## config.mk

```make
export PLATFORM = sky130hd
export DESIGN_NAME = seq_min_max
export DESIGN_NICKNAME = d
export VERILOG_FILES = /design/src/rtl/seq_min_max_pkg.sv /design/src/rtl/minmax_cmp.sv /design/src/rtl/seq_min_max.sv
export SDC_FILE = /design/constraint.sdc
export NUM_CORES = 1
export LEC_CHECK = 0
export BUFFER_PORTS_ARGS = -buffer_cell sky130_fd_sc_hd__buf_2
export CAP_MARGIN = 40
export CORE_AREA = 2 2 66 68
export CTS_BUF_LIST = sky130_fd_sc_hd__clkbuf_8
export DETAILED_ROUTE_END_ITERATION = 8
export DIE_AREA = 0 0 68 70
export MAX_ROUTING_LAYER = met4
export PLACE_DENSITY = 0.87
export RECOVER_POWER = 50
export SLEW_MARGIN = 30
export SYNTH_ARGS = -nofsm -noshare
export SYNTH_HDL_FRONTEND = slang
export SYNTH_SLANG_ARGS = --single-unit
```

## constraint.sdc

```tcl
create_clock -name clk -period 1.88 [get_ports clk]
set_input_delay 0.188 -clock clk [delete_from_list [all_inputs] [get_ports clk]]
set_output_delay 0.188 -clock clk [all_outputs]
set_load 0.05 [all_outputs]
```

## src/rtl/seq_min_max_pkg.sv

```systemverilog
// Shared types for the sequence min/max tracker: FSM state encoding and
// the comparison mode selected by the SIGNED_MODE parameter.
package seq_min_max_pkg;

  typedef enum logic [1:0] {
    IDLE    = 2'd0,
    COLLECT = 2'd1,
    DONE    = 2'd2
  } state_t;

  typedef enum logic {
    CMP_UNSIGNED = 1'b0,
    CMP_SIGNED   = 1'b1
  } cmp_mode_t;

  function automatic cmp_mode_t cmp_mode_of(input int signed_mode);
    return (signed_mode != 0) ? CMP_SIGNED : CMP_UNSIGNED;
  endfunction

endpackage

```

## src/rtl/minmax_cmp.sv

```systemverilog
// Combinational magnitude compare of i_a against i_b, producing strict
// greater-than and less-than flags in unsigned or two's-complement mode.
module minmax_cmp
  import seq_min_max_pkg::*;
#(
  parameter int DATA_W      = 8,
  parameter int SIGNED_MODE = 0
) (
  input  logic [DATA_W-1:0] i_a,
  input  logic [DATA_W-1:0] i_b,
  output logic              o_gt,
  output logic              o_lt
);

  localparam cmp_mode_t MODE = cmp_mode_of(SIGNED_MODE);

  always_comb begin
    if (MODE == CMP_SIGNED) begin
      o_gt = $signed(i_a) > $signed(i_b);
      o_lt = $signed(i_a) < $signed(i_b);
    end else begin
      o_gt = i_a > i_b;
      o_lt = i_a < i_b;
    end
  end

endmodule

```

## src/rtl/seq_min_max.sv

```systemverilog
// Tracks the largest and smallest sample (with earliest 0-based index) of a
// framed sample sequence; results are registered and flagged by a done pulse.
module seq_min_max
  import seq_min_max_pkg::*;
#(
  parameter int  DATA_W      = 8,
  parameter int  SIGNED_MODE = 0,
  parameter int  MAX_LEN     = 16,
  localparam int CNT_W       = $clog2(MAX_LEN + 1)
) (
  input  logic              clk,
  input  logic              reset,
  input  logic              start,
  input  logic              valid,
  input  logic              last,
  input  logic [DATA_W-1:0] data_in,
  output logic [DATA_W-1:0] max_value,
  output logic [DATA_W-1:0] min_value,
  output logic [CNT_W-1:0]  max_index,
  output logic [CNT_W-1:0]  min_index,
  output logic [CNT_W-1:0]  count,
  output logic              busy,
  output logic              done,
  output state_t            dbg_state
);

  // Handshake: a sample is taken on a rising edge where valid=1 while in
  // COLLECT and start=0; there is no backpressure, so the producer never stalls.

  state_t             r_state;
  state_t             w_state_nxt;
  logic               r_busy;
  logic               r_done;
  logic               w_busy_nxt;
  logic               w_done_nxt;
  logic [DATA_W-1:0]  r_max;
  logic [DATA_W-1:0]  r_min;
  logic [CNT_W-1:0]   r_max_idx;
  logic [CNT_W-1:0]   r_min_idx;
  logic [CNT_W-1:0]   r_count;
  logic               w_accept;
  logic               w_final;
  logic               w_max_gt;
  logic               w_min_lt;
  logic               w_max_lt_unused;
  logic               w_min_gt_unused;

  assign w_accept = (r_state == COLLECT) && valid && !start;
  assign w_final  = w_accept && (last || (r_count == CNT_W'(MAX_LEN - 1)));

  minmax_cmp #(
    .DATA_W      (DATA_W),
    .SIGNED_MODE (SIGNED_MODE)
  ) u_cmp_max (
    .i_a  (data_in),
    .i_b  (r_max),
    .o_gt (w_max_gt),
    .o_lt (w_max_lt_unused)
  );

  minmax_cmp #(
    .DATA_W      (DATA_W),
    .SIGNED_MODE (SIGNED_MODE)
  ) u_cmp_min (
    .i_a  (data_in),
    .i_b  (r_min),
    .o_gt (w_min_gt_unused),
    .o_lt (w_min_lt)
  );

  always_ff @(posedge clk or posedge reset) begin
    if (reset) begin
      r_state <= IDLE;
      r_busy  <= 1'b0;
      r_done  <= 1'b0;
    end else begin
      r_state <= w_state_nxt;
      r_busy  <= w_busy_nxt;
      r_done  <= w_done_nxt;
    end
  end

  // start wins in every state: it restarts a running sequence without a done.
  always_comb begin
    w_state_nxt = r_state;
    case (r_state)
      IDLE:    if (start) w_state_nxt = COLLECT;
      COLLECT: begin
        if (start)        w_state_nxt = COLLECT;
        else if (w_final) w_state_nxt = DONE;
      end
      DONE:    w_state_nxt = start ? COLLECT : IDLE;
      default: w_state_nxt = IDLE;
    endcase
  end

  always_comb begin
    w_busy_nxt = (w_state_nxt == COLLECT);
    w_done_nxt = (w_state_nxt == DONE);
  end

  always_ff @(posedge clk or posedge reset) begin
    if (reset) begin
      r_max     <= '0;
      r_min     <= '0;
      r_max_idx <= '0;
      r_min_idx <= '0;
      r_count   <= '0;
    end else if (start) begin
      r_max     <= '0;
      r_min     <= '0;
      r_max_idx <= '0;
      r_min_idx <= '0;
      r_count   <= '0;
    end else if (w_accept) begin
      // The first sample seeds both trackers; later ones replace only on a
      // strict win so ties keep the earliest index.
      if (r_count == '0) begin
        r_max     <= data_in;
        r_min     <= data_in;
        r_max_idx <= '0;
        r_min_idx <= '0;
      end else begin
        if (w_max_gt) begin
          r_max     <= data_in;
          r_max_idx <= r_count;
        end
        if (w_min_lt) begin
          r_min     <= data_in;
          r_min_idx <= r_count;
        end
      end
      r_count <= r_count + CNT_W'(1);
    end
  end

  assign max_value = r_max;
  assign min_value = r_min;
  assign max_index = r_max_idx;
  assign min_index = r_min_idx;
  assign count     = r_count;
  assign busy      = r_busy;
  assign done      = r_done;
  assign dbg_state = r_state;

endmodule

```

== Word level (Yosys, flattened, before mapping) ==
Index checks and enable logic that the tools add are counted.

* $add $sub $neg: 1
* Order comparisons: 2
* Eq/ne operators: 5
* Multiplexer cells: 23
* Reduce and logical (&&, ||, !) cells: 12

{| class="wikitable"
|+ Operators by type and width
! cell !! number
|-
| 8-bit two-way mux || 8
|-
| 5-bit two-way mux || 10
|-
| 8-bit > comparator || 1
|-
| 8-bit < comparator || 1
|-
| 2-bit two-way mux || 3
|-
| 2-bit case mux with 3 select lines || 1
|-
| 3-bit nonzero test || 2
|-
| 5-bit by 1-bit adder with 5-bit output (second input constant) || 1
|-
| 5-bit by 4-bit equality test with 1-bit output (second input constant) || 1
|-
| 5-bit zero test || 1
|-
| 2-bit by 1-bit equality test with 1-bit output (second input constant) || 2
|-
| 2-bit equality test (second input constant) || 2
|-
| 2-bit AND reduction || 2
|-
| 1-bit logical AND || 3
|-
| 2-bit zero test || 1
|-
| 2-bit nonzero test || 1
|-
| 1-bit zero test || 1
|-
| 1-bit logical OR || 1
|-
| 1-bit two-way mux || 1
|}

* Bits in registers: 35
* Input port bits: 13
* Word-level logic and storage cells: 51

== Logic depth before layout (Yosys ltp) ==
Gate-level depths: netlist of run 1.

* Depth after elaboration: 8
* Gate-level depth with buffers: 8

== Hierarchy ==
Synthesis of run 1 repeated with hierarchy kept, for this count alone.

* Cells, all modules: 212
* Area, all modules: 2,105.8 µm²

{| class="wikitable"
|+ Modules (own cells, without submodules)
! module !! instances !! cells each !! area each (µm²) !! seq. area each (µm²)
|-
| seq_min_max || 1 || 154 || 1,682.9 || 875.8
|-
| minmax_cmp || 2 || 29 || 211.5 || 0.0
|}

== Worst setup path before layout of run 1 ==
OpenSTA, ideal clock, no wires.

* Path type: reg2reg
* From: register r_max[7], in the netlist max_value[7]
* To: register r_max_idx[0], in the netlist max_index[0]
* Setup time: 67 ps
* Arrival time: 2,112 ps
* Slack: -299 ps
* Cell stages (with the launch flop): 8
* Period minus slack after synthesis: 2,179 ps
* Cells stage by stage: dfrtp_1 -> inv_1 -> ha_1 -> nand2_1 -> nor4_1 -> o2bb2ai_2 -> a31o_2 -> a22o_1

* Longest elaborated chain between the ends: 3

{| class="wikitable"
|+ Ends and longest elaborated chain
! what !! line !! text
|-
| start: declaration || seq_min_max.sv:36 || <nowiki>logic [DATA_W-1:0] r_max;</nowiki>
|-
| start signal: assignment || seq_min_max.sv:119 || <nowiki>r_max <= data_in;</nowiki>
|-
| start signal: assignment || seq_min_max.sv:125 || <nowiki>r_max <= data_in;</nowiki>
|-
| 8-bit > comparator || minmax_cmp.sv:22 || <nowiki>o_gt = i_a > i_b;</nowiki>
|-
| 3-bit nonzero test (no line) || - ||
|-
| 2-bit AND reduction (no line) || - ||
|-
| end signal: assignment || seq_min_max.sv:126 || <nowiki>r_max_idx <= r_count;</nowiki>
|-
| end: declaration || seq_min_max.sv:38 || <nowiki>logic [CNT_W-1:0] r_max_idx;</nowiki>
|}

Every way passes these cells.
A chain may end at the register's enable or synchronous reset.

== Final worst setup path of run 1 ==
* From: register r_min[3], in the netlist min_value[3]
* To: register r_min[6], in the netlist min_value[6]

* Longest elaborated chain between the ends: 3

{| class="wikitable"
|+ Ends and longest elaborated chain
! what !! line !! text
|-
| start: declaration || seq_min_max.sv:37 || <nowiki>logic [DATA_W-1:0] r_min;</nowiki>
|-
| start signal: assignment || seq_min_max.sv:120 || <nowiki>r_min <= data_in;</nowiki>
|-
| start signal: assignment || seq_min_max.sv:129 || <nowiki>r_min <= data_in;</nowiki>
|-
| 8-bit < comparator || minmax_cmp.sv:23 || <nowiki>o_lt = i_a < i_b;</nowiki>
|-
| 3-bit nonzero test (no line) || - ||
|-
| 2-bit AND reduction (no line) || - ||
|}

Every way passes these cells.

==> impl_results.md, run 1 <==
- Final setup violation count: 13
- HP Start: last
- Met2 GRT Util: between 40% and 50%
- Initial Utilization: 46.4%
- Post-synth EDFFs: 0
- Clock root buffer master: clkbuf_8
- Deepest clock path buffer count: 2
- Worst Max-Slew Pin Slew: a little under 900 ps
- Layout fillers: 308
- Mapped cell area: 1920 um^2
- Max Cap Viol: 0
- Final worst setup slack: -59.7 ps
- FF-to-FF End: min_value[6]
- TNS Setup: -607 ps
- Core ar.: 4140 um^2
- Synth warnings: 0
- Worst hold path class: input pin to flip-flop
- Share of cells above drive strength 1: 54.6%
- I/O pins: 48
- Power Density: approximately 900 nW/um^2
- Pin count of the biggest net entering global routing: 36
- Drt first-iter violations: 95
- Synth unique cells: 37
- DIE HEIGHT: 70 um
- Detailed Routing Iterations Pass 1: 4
- Crit path required time: 2090 ps
- Hold Path Cell Cnt: 2
- Htree depth: 2
- Static leakage: 1.35 nW
- Clock transition at path regs: 80 ps
- Power Internal: 0.00163 W
- CP arrival: ~2200 ps
- Mapped Avg Cell Area: 10.4 um^2
- Final Cell Area: 2890 um^2
- GPL Wtd Cong: around 0.84
- CTS tree: done
- Worst setup startpoint: min_value[3]
- Post-synth top area share: between 40% and 50%
- RSZ-0062 raised after global routing: true
- CTS sink cnt: 35
- Final Hold Vio Count: 0
- Placed cell area: 2580 um^2
- Via-per-instance ratio: 5.64
- DRC: 0
- Clock latency on the worst-skew pair: ~300 ps
- Total power: 0.00260 W
- Global route total overflow: 0
- Synth Flop Type: dfrtp_1
- Synth-to-Final Area Change: 50.2%
- TritonCTS buffer count: 5
- # rows: 24
- Sequential group share of total power: 33.3%
- Switch share: 37.1%
- Peak VDD IR: a little over 0.0005 V
- Initial antenna violation count: 0
- P_sw: 0.000964 W
- Synth top area cells: dfrtp_1, ha_1, o2bb2ai_1
- Chip width: 68 um
- ANT nets after route: 0
- CP Class: flip-flop to flip-flop
- Fin. max-slew vios: 0
- Antenna Cells: 0
- Relative slew slack: 40.3%
- Nets@finish: approximately 300
- Grt met1 use: roughly 30%
- Combinational share of power: 38.6%
- Vias: around 1800
- M3 GR Usage: 4.83%
- Reg2Reg Setup Slack: -60 ps
- Syn nets: 215
- WHS Endpoint: dbg_state[1]
- Die ar.: 4760 um^2
- HPWL after detailed placement: 3910 um
- Outcome: complete, but fails checks
- Reg2Reg Launch Point: min_value[3]
- Worst setup SP type: flip-flop
- Post-Route WL: 5680 um
- Clk pwr share: 28.1%
- Reg2Reg Depth: 7
- Sequential area share after synthesis: 45.6%
- Most frequent cells in the layout: buf_2, buf_4, nand2_1
- Post-route clock period utilization: 103%
- IO Port Bufs: 47
- Async set-reset flop share out of synthesis: 100%
- Commonest non-fill, non-tap cell in the layout: buf_2
- Failing checks: setup timing
- Minimum clock period: between 1500 and 2000 ps
- GRT Total Usage: 24.8%
- Final core occ: 69.7%
- Setup Skew: 13.4 ps
- Grt peak-use layer: met2
- Critical Path Sink Type: flip-flop
- Hold Buf Count CTS: 0
- Synth Instances: 184
- Global-route wire length before repair: 8580 um
- Area leader, netlist: dfrtp_1
- Crit Path Max Fanout: 5
- Vias in the first global route: 1808
- Number of synthesized register bits: 35
- Max Clk Rate: between 500 and 600 MHz
- DR WL/cell: 17.7 um
[logic make-up after synthesis]
group / count (synthesis) / synth area share, %
AO/OA/AOI/OAI: 59 / 25.5
XOR/XNOR: 2 / 0.912
adder cells (fa/ha/maj): 18 / 11.7
buffers and inverters: 26 / 5.66
flip-flops: 35 / 45.6
AND/OR/NAND/NOR: 44 / 10.7
[state kept, by name, indices dropped and copies added, names as in the netlist]
register / flops
max_value: 8
min_value: 8
dbg_state: 2
count: 5
min_index: 5
done: 1
max_index: 5
busy: 1
[what timing repair did]
action / in CTS / in global routing
buffers inserted: 0 / 5
setup endpoints to repair: 16 / 25
resized for setup: 7 / 17
gates cloned: 0 / 0
endpoints found under the hold margin: 0 / 0
pin swaps: 0 / 5
[routing by layer]
| layer | wire length, um | up-vias |
|---|---|---|
| met5 | 0 | - |
| met4 | 74 | 0 |
| met3 | 186 | 9 |
| met2 | 3070 | 44 |
| met1 | 2350 | 910 |
| li1 | - | 848 |
[Yosys cell counts, types with 2 or more instances]
master / n
a22o_1: 2
xor2_1: 2
nand2b_1: 2
a2bb2oi_1: 8
a211oi_1: 2
nor3_1: 2
o21a_1: 4
a32o_1: 2
inv_1: 20
a21oi_1: 11
nand2_1: 23
o221ai_1: 8
ha_1: 18
buf_2: 3
nor2_1: 7
clkbuf_1: 2
o2bb2ai_1: 14
dfrtp_1: 35
[stage by stage]
| step | cells | worst slack (ps) | hold WS (ps) |
|---|---|---|---|
| after floorplan | 184 | -136 | 305 |
| after global placement | 308 | -43.7 | 302 |
| after detailed placement | 308 | -62.8 | 322 |
| after CTS | 316 | -25.4 | 0.0502 |
| after global routing | 321 | -141 | 140 |
| final | 321 | -59.7 | 128 |
[power by group through the flow]
stage / Combinational (W) / Sequential (W) / Clock (W)
detailed placement: 0.000892 / 0.000878 / 0
global placement: 0.000867 / 0.000873 / 0
CTS: 0.000920 / 0.000865 / 0.000732
floorplan: 0.000393 / 0.00109 / 0
global route: 0.00108 / 0.000874 / 0.000766
finish: 0.00100 / 0.000866 / 0.000731
[worst max path at each step]
stage                     cells past startpoint            to  slack (ps)
final                                         7  min_value[6]         -60
after global routing                          8  min_index[3]        -140
after CTS                                     7  min_index[4]         -30
after detailed placement                      7  min_index[1]         -60
after global placement                        7  min_index[1]         -40
after floorplan                               7  min_value[1]        -140
[critical path, stage by stage, from the launching register on]
cell       delay, ps
dfrtp_2          410
inv_1             70
ha_1             210
a2111oi_2         60
or4_4            570
o221ai_4         240
buf_6            160
o2bb2ai_1        110
[cell type report]
class	instances	area [um^2]	share of cell area, %
Clock inverter	2	35.0	1.21
Inverter	20	75.1	2.60
Tap cell	52	65.1	2.25
Multi-Input combinational cell	123	1220	42.1
Timing Repair Buffer	83	517	17.9
Clock buffer	6	82.6	2.86
Sequential cell	35	896	31.0
No activity file was read; power rests on OpenSTA's default activity.
==> run 2, diff against run 1 <==
- TNS_END_PERCENT: default -> 5
==> impl_results.md, run 2 (same netlist as run 1, synthesis figures left out) <==
- Outcome: complete, but fails checks
- Failing checks: setup timing
- Max Clk Rate: 520 MHz
- Final setup violation count: 18
- DIE HEIGHT: approximately 70 um
- Clock transition at path regs: ~90 ps
- DR WL/cell: 16.4 um
- Pre-CTS setup slack: -130 ps
- Nets@finish: 296
- Minimum clock period: 1920 ps
- GRT Total Usage: about a quarter
- Die ar.: around 4800 um^2
- DRC: 0
- Initial antenna violation count: 0
- Commonest non-fill, non-tap cell in the layout: buf_2
- Worst hold path class: input pin to flip-flop
- Antenna Cells: 0
- Crit path max-delay family: simple AND/OR/NAND/NOR gates
- I/O pins: 48
- Pin count of the biggest net entering global routing: 36
- Slowest CP cell: or4_4
- Critical Path Sink Type: flip-flop
- TNS Setup: -429 ps
- Reg2Reg Setup Slack: -40 ps
- FF-to-FF End: min_value[5]
- IO Port Bufs: 47
- Most frequent cells in the layout: buf_2, buf_4, nand2_1
- HP Start: last
- Reg2Reg Depth: 8
- RSZ-0062 raised after global routing: true
- Static leakage: 1.30 nW
- CP arrival: 2130 ps
- # rows: 24
- Core ar.: 4140 um^2
- Vias: 1797
- Reg2Reg Launch Point: min_value[2]
- Htree depth: 2
- Fin. max-slew vios: 0
- Critical path cell sequence: inv_1 > ha_1 > o21a_1 > nor2_1 > or4_4 > o221ai_4 > buf_4 > o2bb2ai_1
- Final Hold Vio Count: 0
- Drt first-iter violations: 78
- Relative slew slack: between 40 and 50%
- Worst Max-Slew Pin Slew: 859 ps
- Vias in the first global route: 1790
- Initial Utilization: between 40% and 50%
- Post-CTS setup buffers: 0
- Deepest clock path buffer count: 2
- GPL Wtd Cong: about 0.86
- Post-Route WL: 5210 um
- Via-per-instance ratio: 5.65
- WHS Endpoint: done
- Post-route clock period utilization: 102%
- Peak VDD IR: 0.000582 V
- Hold Path Cell Cnt: 2
- Clock root buffer master: clkbuf_8
- Clock latency on the worst-skew pair: about 300 ps
- Global-route wire length before repair: between 8000 and 9000 um
- Path length in cells of the critical path: 8
- Chip width: 68 um
- Crit-path max cell delay: 460 ps
- Global route total overflow: 0
- HPWL after detailed placement: about 3700 um
- Setup Skew: 21.0 ps
- ANT nets after route: 0
- Crit path required time: 2080 ps
- CTS tree: done
- Critical path buffers and inverters: 2
- Detailed Routing Iterations Pass 1: 4
- Share of cells above drive strength 1: 47.7%
- Worst setup SP type: flip-flop
- CP Class: flip-flop to flip-flop
- Final worst setup slack: -44.2 ps
- Max Cap Viol: 0
- TritonCTS buffer count: 5
- Crit Path Max Fanout: 3
- Synth-to-Final Area Change: 42.6%
- Power Density: ~900 nW/um^2
- CTS sink cnt: 35
==> run 2: changes by cell type in the layout (fill, tap and decap cells not counted), sizes merged <==
cell,before,now
buf,77,72
clkinvlp,0,1
clkinv,1,0
inv,20,21
dlygate4sd3,0,1
==> run 2: final cells by class <==
cell class                      instances  area [um^2]
Clock buffer                            5         68.8
Clock inverter                          3         41.3
Fill cell                             329         1400
Inverter                               20         75.1
Multi-Input combinational cell        123         1100
Sequential cell                        35          895
Tap cell                               52         65.1
Timing Repair Buffer                   80          492
==> run 2: through the flow <==
stage | util [%] | area [um^2] | instances | hold slack [ps] | total power [W]
2_1_floorplan | - | 1950 | 184 | 305 | 0.00140
6_report | 66.2 | 2740 | 318 | 134 | 0.00246
3_5_place_dp | 59.5 | 2470 | 309 | 308 | 0.00168
5_1_grt | 66.2 | 2740 | 318 | 128 | 0.00258
4_1_cts | 63.5 | 2630 | 318 | 122 | 0.00239
3_3_place_gp | 59.5 | 2470 | 309 | 302 | 0.00166
==> run 2: layer usage <==
layer	global-route usage (%)	routed length [um]
met5	-	0
met4	7.56	144
met2	38.7	2740
met3	5.31	220
met1	28.6	2100
==> run 2: power breakdown <==
| group | internal (W) | switching [W] |
|---|---|---|
| Sequential | 0.000819 | 0.0000452 |
| Combinational | 0.000340 | 0.000583 |
| Clock | 0.000390 | 0.000280 |
==> run 2: worst max-delay path by stage <==
| stage | start | endpoint |
|---|---|---|
| 5_1_grt | min_value[1] | min_value[5] |
| 4_1_cts | min_value[1] | min_index[3] |
| 2_1_floorplan | min_value[1] | min_value[1] |
| 3_5_place_dp | min_value[1] | min_index[1] |
| 6_report | min_value[2] | min_value[5] |
| 3_3_place_gp | min_value[1] | min_index[1] |
==> run 2: timing repair <==
| action | 4_1_cts | 5_1_grt |
|---|---|---|
| setup endpoints to repair | 20 | 26 |
| pin swaps | 0 | 3 |
| hold buffers | 1 | 0 |
| hold endpoints to repair | 19 | 0 |
| resized for setup | 7 | 20 |
